<file path="src/rtl/i2c_pkg.sv">
// Shared I2C slave definitions: transmit FSM states, default byte width
// and the SDA level used to release the open-drain line.
package i2c_pkg;

    typedef enum logic [1:0] {
        IDLE     = 2'd0,
        SHIFT    = 2'd1,
        ACK_WAIT = 2'd2
    } tx_state_t;

    localparam int   I2C_BYTE_BITS = 8;
    localparam logic SDA_RELEASE   = 1'b1;

endpackage

</file>
<file path="src/rtl/flex_pts_sr.sv">
// Parallel-to-serial shift register, the transmit mirror of flex_stp_sr.
// Vacated positions fill with the released SDA level, so an idle or fully
// shifted register always presents 1s. serial_next exposes the bit that
// will reach serial_out after the next shift, which lets the owner keep its
// SDA drive fully registered. NUM_BITS must be at least 2.
module flex_pts_sr
    import i2c_pkg::*;
#(
    parameter int NUM_BITS  = I2C_BYTE_BITS,
    parameter bit SHIFT_MSB = 1'b1
) (
    input  logic                clk,
    input  logic                rst,
    input  logic                load_enable,
    input  logic                shift_enable,
    input  logic [NUM_BITS-1:0] parallel_in,
    output logic                serial_out,
    output logic                serial_next
);

    logic [NUM_BITS-1:0] r_data;

    // Load has priority over shift; the shift direction is fixed at elaboration.
    always_ff @(posedge clk or posedge rst) begin
        if (rst) begin
            r_data <= '1;
        end else if (load_enable) begin
            r_data <= parallel_in;
        end else if (shift_enable) begin
            if (SHIFT_MSB) begin
                r_data <= {r_data[NUM_BITS-2:0], SDA_RELEASE};
            end else begin
                r_data <= {SDA_RELEASE, r_data[NUM_BITS-1:1]};
            end
        end
    end

    assign serial_out  = SHIFT_MSB ? r_data[NUM_BITS-1] : r_data[0];
    assign serial_next = SHIFT_MSB ? r_data[NUM_BITS-2] : r_data[1];

endmodule

</file>
<file path="src/rtl/i2c_tx_sr.sv">
// Transmit-side shift engine for the I2C slave. Drives a loaded byte
// MSB-first onto SDA, changing data only after SCL falling edges, then
// releases SDA and samples the master's ACK on the next SCL rising edge.
// Every output comes straight from a flop so SDA never glitches.
module i2c_tx_sr
    import i2c_pkg::*;
#(
    parameter int NUM_BITS = I2C_BYTE_BITS
) (
    input  logic                clk,
    input  logic                rst,
    input  logic                tx_enable,
    input  logic                load_data,
    input  logic [NUM_BITS-1:0] tx_data,
    input  logic                falling_edge_found,
    input  logic                rising_edge_found,
    input  logic                sda_in,
    input  logic                stop_found,
    output logic                sda_out,
    output logic                tx_busy,
    output logic                byte_done,
    output logic                master_ack
);

    localparam int              CNT_W    = (NUM_BITS > 1) ? $clog2(NUM_BITS) : 1;
    localparam logic [CNT_W-1:0] LAST_BIT = CNT_W'(NUM_BITS - 1);

    tx_state_t        r_state;
    tx_state_t        w_next_state;
    logic [CNT_W-1:0] r_bit_cnt;
    logic [CNT_W-1:0] w_bit_cnt_next;
    logic             r_sda_out;
    logic             w_sda_next;
    logic             r_tx_busy;
    logic             r_byte_done;
    logic             w_done_next;
    logic             r_master_ack;
    logic             w_ack_next;
    logic             w_load;
    logic             w_shift;
    logic             w_abort;
    logic             w_serial_out;
    logic             w_serial_next;

    assign w_abort = stop_found | ~tx_enable;

    flex_pts_sr #(
        .NUM_BITS  (NUM_BITS),
        .SHIFT_MSB (1'b1)
    ) u_shift_reg (
        .clk          (clk),
        .rst          (rst),
        .load_enable  (w_load),
        .shift_enable (w_shift),
        .parallel_in  (tx_data),
        .serial_out   (w_serial_out),
        .serial_next  (w_serial_next)
    );

    // Next-state logic: abort wins over everything, then per-state edge handling.
    always_comb begin
        w_next_state   = r_state;
        w_bit_cnt_next = r_bit_cnt;
        w_sda_next     = r_sda_out;
        w_done_next    = 1'b0;
        w_ack_next     = r_master_ack;
        w_load         = 1'b0;
        w_shift        = 1'b0;

        if (w_abort) begin
            w_next_state = IDLE;
            w_sda_next   = SDA_RELEASE;
        end else begin
            case (r_state)
                IDLE: begin
                    w_sda_next = SDA_RELEASE;
                    if (load_data) begin
                        w_load         = 1'b1;
                        w_bit_cnt_next = '0;
                        w_next_state   = SHIFT;
                        w_sda_next     = tx_data[NUM_BITS-1];
                    end
                end
                SHIFT: begin
                    w_sda_next = w_serial_out;
                    if (falling_edge_found) begin
                        if (r_bit_cnt == LAST_BIT) begin
                            w_next_state = ACK_WAIT;
                            w_sda_next   = SDA_RELEASE;
                        end else begin
                            w_shift        = 1'b1;
                            w_bit_cnt_next = r_bit_cnt + CNT_W'(1);
                            w_sda_next     = w_serial_next;
                        end
                    end
                end
                ACK_WAIT: begin
                    w_sda_next = SDA_RELEASE;
                    if (rising_edge_found) begin
                        w_ack_next   = ~sda_in;
                        w_done_next  = 1'b1;
                        w_next_state = IDLE;
                    end
                end
                default: begin
                    w_next_state = IDLE;
                    w_sda_next   = SDA_RELEASE;
                end
            endcase
        end
    end

    // State, counter and output registers; reset releases SDA immediately.
    always_ff @(posedge clk or posedge rst) begin
        if (rst) begin
            r_state      <= IDLE;
            r_bit_cnt    <= '0;
            r_sda_out    <= SDA_RELEASE;
            r_tx_busy    <= 1'b0;
            r_byte_done  <= 1'b0;
            r_master_ack <= 1'b0;
        end else begin
            r_state      <= w_next_state;
            r_bit_cnt    <= w_bit_cnt_next;
            r_sda_out    <= w_sda_next;
            r_tx_busy    <= (w_next_state != IDLE);
            r_byte_done  <= w_done_next;
            r_master_ack <= w_ack_next;
        end
    end

    assign sda_out    = r_sda_out;
    assign tx_busy    = r_tx_busy;
    assign byte_done  = r_byte_done;
    assign master_ack = r_master_ack;

endmodule

</file>
<file path="config.mk">
export PLATFORM = sky130hd
export DESIGN_NAME = i2c_tx_sr
export DESIGN_NICKNAME = d
export VERILOG_FILES = /design/src/rtl/i2c_pkg.sv /design/src/rtl/flex_pts_sr.sv /design/src/rtl/i2c_tx_sr.sv
export SDC_FILE = /design/constraint.sdc
export NUM_CORES = 1
export LEC_CHECK = 0
export CAP_MARGIN = 15
export CELL_PAD_IN_SITES_DETAIL_PLACEMENT = 0
export CELL_PAD_IN_SITES_GLOBAL_PLACEMENT = 2
export CORE_MARGIN = 5
export CORE_UTILIZATION = 27
export CTS_CLUSTER_SIZE = 12
export DETAILED_ROUTE_END_ITERATION = 8
export PLACE_DENSITY_LB_ADDON = 0.1
export SLEW_MARGIN = 40
export SYNTH_ARGS = -nofsm -noshare
export SYNTH_HDL_FRONTEND = slang
export SYNTH_HIERARCHICAL = 1
export SYNTH_SLANG_ARGS = --single-unit
</file>
<file path="constraint.sdc">
create_clock -name clk -period 1.8 [get_ports clk]
set_input_delay 0.18 -clock clk [delete_from_list [all_inputs] [get_ports clk]]
set_output_delay 0.18 -clock clk [all_outputs]
set_load 0.03 [all_outputs]
</file>
# Yosys cells after proc, flatten, opt, wreduce, memory -nomap -nowiden
# Cells that the tools add are included.
op_classes:
  n_addsub: 1
  n_mul: 0
  n_div: 0
  order_cmp: 0
  n_eq_ne: 6
  shift: 0
  mux: 27
  bitwise: 4
  reduce_logical: 6
op_table:
  columns: ["op", "n"]
  rows:
  - ["$mux W8", 2]
  - ["$mux W1", 14]
  - ["$mux W2", 5]
  - ["$mux W3", 3]
  - ["$ne A2 B2 Y1 const B", 3]
  - ["$pmux W2 S3", 1]
  - ["$pmux W3 S2", 1]
  - ["$reduce_bool A2 Y1", 3]
  - ["$reduce_and A5 Y1", 1]
  - ["$add A3 B1 Y3 const B", 1]
  - ["$eq A3 B3 Y1 const B", 1]
  - ["$not A1 Y1", 3]
  - ["$reduce_and A3 Y1", 1]
  - ["$eq A2 B1 Y1 const B", 1]
  - ["$eq A2 B2 Y1 const B", 1]
  - ["$logic_not A2 Y1", 1]
  - ["$pmux W1 S2", 1]
  - ["$or A1 B1 Y1", 1]
totals:
  reg_bits: 17
  latch_bits: 0
  ram_bits: 0
  mem_bits_ro: 0
  in_bits: 16
  out_inout_bits: 4
  elab_cells: 51
  n_memories: 0

# Depth between registers and ports, before layout
depth:
  depth_word: 7
  depth_mapped: 6
  ltp_nobuf: 5

# Modules after synthesis
# The synthesis kept the hierarchy.
modules_own_cells:
  columns: ["mod", "n_inst", "cells_per_inst", "area_each_um2", "seq_area_each_um2"]
  rows:
  - ["i2c_tx_sr", 1, 39, 441.7, 226.5]
  - ["flex_pts_sr", 1, 35, 380.4, 210.2]

# Least setup slack after synthesis
# No wires, ideal clock.
synth_timing:
  path_type: "flip-flop to flip-flop"
  from: "reg r_bit_cnt[0]"
  to: "reg r_bit_cnt[0]"
  arrival_time_ns: 1.620
  slack_ns: 0.055
  path_stages_with_launch: 6
  path_buffers: 0
  cell_sequence: "dfrtp_1 > ha_1 > ha_1 > nand2b_1 > a2111o_1 > mux2_4"
synth_between:
  elab_chain_cells: 4
  elab_cells_between_ends: 7
synth_lines:
  columns: ["element", "line_no", "text"]
  rows:
  - ["from (decl)", "i2c_tx_sr.sv:30", "logic [CNT_W-1:0] r_bit_cnt;"]
  - ["from (signal assigned)", "i2c_tx_sr.sv:124", "r_bit_cnt <= w_bit_cnt_next;"]
  - ["$add A3 B1 Y3", "i2c_tx_sr.sv:92", "w_bit_cnt_next = r_bit_cnt + CNT_W'(1);"]
  - ["$mux W3", "i2c_tx_sr.sv:87", "if (r_bit_cnt == LAST_BIT) begin"]
  - ["$mux W3", "i2c_tx_sr.sv:86", "if (falling_edge_found) begin"]
  - ["$pmux W3 S2", "i2c_tx_sr.sv:74", "case (r_state)"]
# Several ways; a longest one is shown, not always the timed one. The select of a mux whose other input is x is not followed.
# A chain may end at the register's enable or synchronous reset.

# Worst setup path after layout
# Same ends and word-level chain as after synthesis.

==> qor.yml <==
yosys:
  synth_warnings: 6
  synth_area_per_cell_um2: 11.1
  synthesis.area_um2: 822
  synth_seq_cells: 17
  ys_seq_area_frac: 0.531
  syn_inst: 74
  synth_cell_types: 26
  syn_nets: 92
final_layout:
  final_cell_mix: "clkdlybuf4s50_1, nand2_1, dfstp_2"
  nets: 117
  layout_commonest_cell: "clkdlybuf4s50_1"
  drive_above_1_share: 0.224
  final_util: 0.371
  syn_to_final_growth_pct: 34.6
  diodes: 0
global_route:
  overflow: 0
  grt_antenna_before_repair: 0
  grt_usage: 0.0884
  grt_max_degree: 17
  grt_pass1_vias: 657
  grt_pass1_wl_mm: 2.85
sta:
  clock_skew_ns: 0.00678
  tns_ns: 0
  setup_viol: 0
  worst_slew_pin_slew_ns: 0.379
  final_hold_viol_count: 0
  fmaxAchievable_mhz: 571
  post-route-min-period_ns: 1.75
  rsz0062_at_grt: "no"
  drv_slew: 0
  maxSlewHeadroom: 0.747
  post-route-period-util: 0.973
power_and_ir_drop:
  vdd_drop_max_v: 0.000337
  switchingPower_w: 0.000203
  intPower_w: 0.000609
  p_seq_frac: 0.588
  combPwrFrac: 0.161
  clkPwrFrac: 0.251
  powerDensity_mw_per_mm2: 734
  p_sw_frac: 0.250
  p_leak_nw: 0.439
routing:
  wl_per_cell_um: 13.1
  via_per_inst: 4.73
  first_pass_iters: 4
  ant_nets: 0
  route.detailed.drc: 0
  totalWireLength_mm: 1.72
  vias: 620
  first_iter_violations: 13
clocking:
  clock-sinks: 17
  cts_max_path_buffers: 2
  cts_buffers: 3
  clock_latency_ns: 0.29
  cts_tree: "built"
  htreeDepth: 1
  clkTransAtPathRegs_ns: 0.10
  cts_setup_buffers: 0
  root_buffer: "clkbuf_4"
critical_path:
  startpoint_type: "register"
  required_ns: 1.98
  critPathKind: "reg -> reg"
  worstSetupPathDepth: 5
  cp_cell_sequence: "ha_1 > ha_2 > nand2b_4 > a2111o_1 > mux2_4"
  end_kind: "register"
  r2r_end: "r_bit_cnt[0]"
  reg2reg_slack_ns: 0.05
  slowest_delay_ns: 0.45
  r2r_start: "r_bit_cnt[0]"
  crit_family: "compound AO/OA/AOI/OAI gates"
  path_buf_inv: 0
  cp_max_fo: 3
  rr_worst_depth: 5
  worstPathArrival_ns: 1.93
  crit_path_top_delay_cell: "a2111o_1"
status:
  status: "complete, no violations"
floorplan:
  std_cell_rows: 20
  initial_core_util: 0.276
  die_x_um: 65.2
  ios: 20
  core_mm2: 0.00298
  die_h_um: 65.2
  die_area_mm2: 0.00425
run:
  cap_violations: 0
place:
  io_buffers: 19
  gp_congestion: 0.724
min_path:
  worstHoldPathType: "in -> async"
==> worst max path at each step <==
stage	slack, ns	start	to
2_1_floorplan	0.05	r_bit_cnt[0]	r_bit_cnt[0]
3_3_place_gp	0.04	r_bit_cnt[0]	r_bit_cnt[0]
3_5_place_dp	-0.008	r_bit_cnt[0]	r_bit_cnt[0]
4_1_cts	0.02	r_bit_cnt[0]	r_bit_cnt[0]
5_1_grt	0.003	r_bit_cnt[0]	r_bit_cnt[0]
6_report	0.05	r_bit_cnt[0]	r_bit_cnt[0]
==> layer usage <==
metal | routed length [um] | vias to the layer above | track usage | share of wire
li1 | - | 312 | - | -
met1 | 767 | 290 | 0.0983 | 0.45
met2 | 844 | 16 | 0.153 | 0.49
met3 | 91 | 2 | 0.0342 | 0.053
met4 | 15 | 0 | 0.0311 | 0.0087
met5 | 0 | - | 0 | 0
==> per-stage QoR <==
stage	instances	hold WS [ns]	area, um2	total power, W	worst slack (ns)
detailed placement	127	0.509	1070	0.000616	-0.00792
global placement	127	0.492	1070	0.000616	0.0376
finish	131	0.179	1110	0.000812	0.0491
global route	131	0.201	1110	0.000864	0.00324
CTS	131	0.176	1100	0.000833	0.0215
floorplan	74	0.00720	822	0.000551	0.0547
==> worst reg2reg max path, stage by stage, from the launching register on <==
cell      delay [ns]
dfrtp_1         0.39
ha_1            0.20
ha_2            0.19
nand2b_4        0.14
a2111o_1        0.45
mux2_4          0.27
==> power by group through the flow <==
stage / logic (W) / clock network, W / registers, W
after floorplan: 0.0000719 / 0 / 0.000479
after global placement: 0.000130 / 0 / 0.000485
after detailed placement: 0.000133 / 0 / 0.000483
after CTS: 0.000133 / 0.000223 / 0.000477
after global routing: 0.000147 / 0.000233 / 0.000483
final: 0.000131 / 0.000204 / 0.000477
==> synthesized netlist by cell type <==
master    number  area, um2
dfstp_2        9        236
or2_2          1       6.26
o221ai_1       1       8.76
inv_1          3       11.3
o21ai_0        2       10.0
a22o_1         2       17.5
mux2_4         1       15.0
dfrtp_1        8        200
buf_6          2       22.5
o21ai_1        7       35.0
nand2_1       11       41.3
a31oi_1        1       6.26
nor2_1         3       11.3
a2111o_1       1       11.3
a21oi_1        2       10.0
nor3b_1        1       7.51
ha_1           2       25.0
nor2b_1        1       6.26
o211ai_1       1       7.51
buf_2          1       5.00
nand2b_1       2       12.5
nor4_2         1       12.5
nor3_1         1       5.00
mux2i_1        8       80.1
and3b_1        1       8.76
nand4b_1       1       8.76
==> final cells by class <==
cell class | instances | area, um2
multi-input cells | 51 | 357
clock buffers | 3 | 22.5
fillers | 314 | 1870
flip-flops and latches | 17 | 437
inverters | 3 | 11.3
well taps | 33 | 41.3
repair buffers | 23 | 233
clock inverters | 1 | 5.00
==> state kept, by name (all words and copies together), names as in the netlist <==
register,count
sda_out,1
master_ack,1
r_bit_cnt,3
r_state,2
tx_busy,1
byte_done,1
u_shift_reg/r_data,8
==> cells by family after synthesis <==
kind of cell | share of synthesized area
and+or+nand+nor | 0.146
AOI/OAI and AO/OA | 0.129
DFF | 0.531
muxes | 0.116
buffers and inverters | 0.0472
adders and majority gates | 0.0304
==> what timing repair did <==
action | 4_1_cts | 5_1_grt
endpoints found under the setup margin | 1 | 3
hold buffers | 0 | 0
pin swaps | 1 | 1
resized for setup | 0 | 2
No activity file was read; power rests on OpenSTA's default activity.
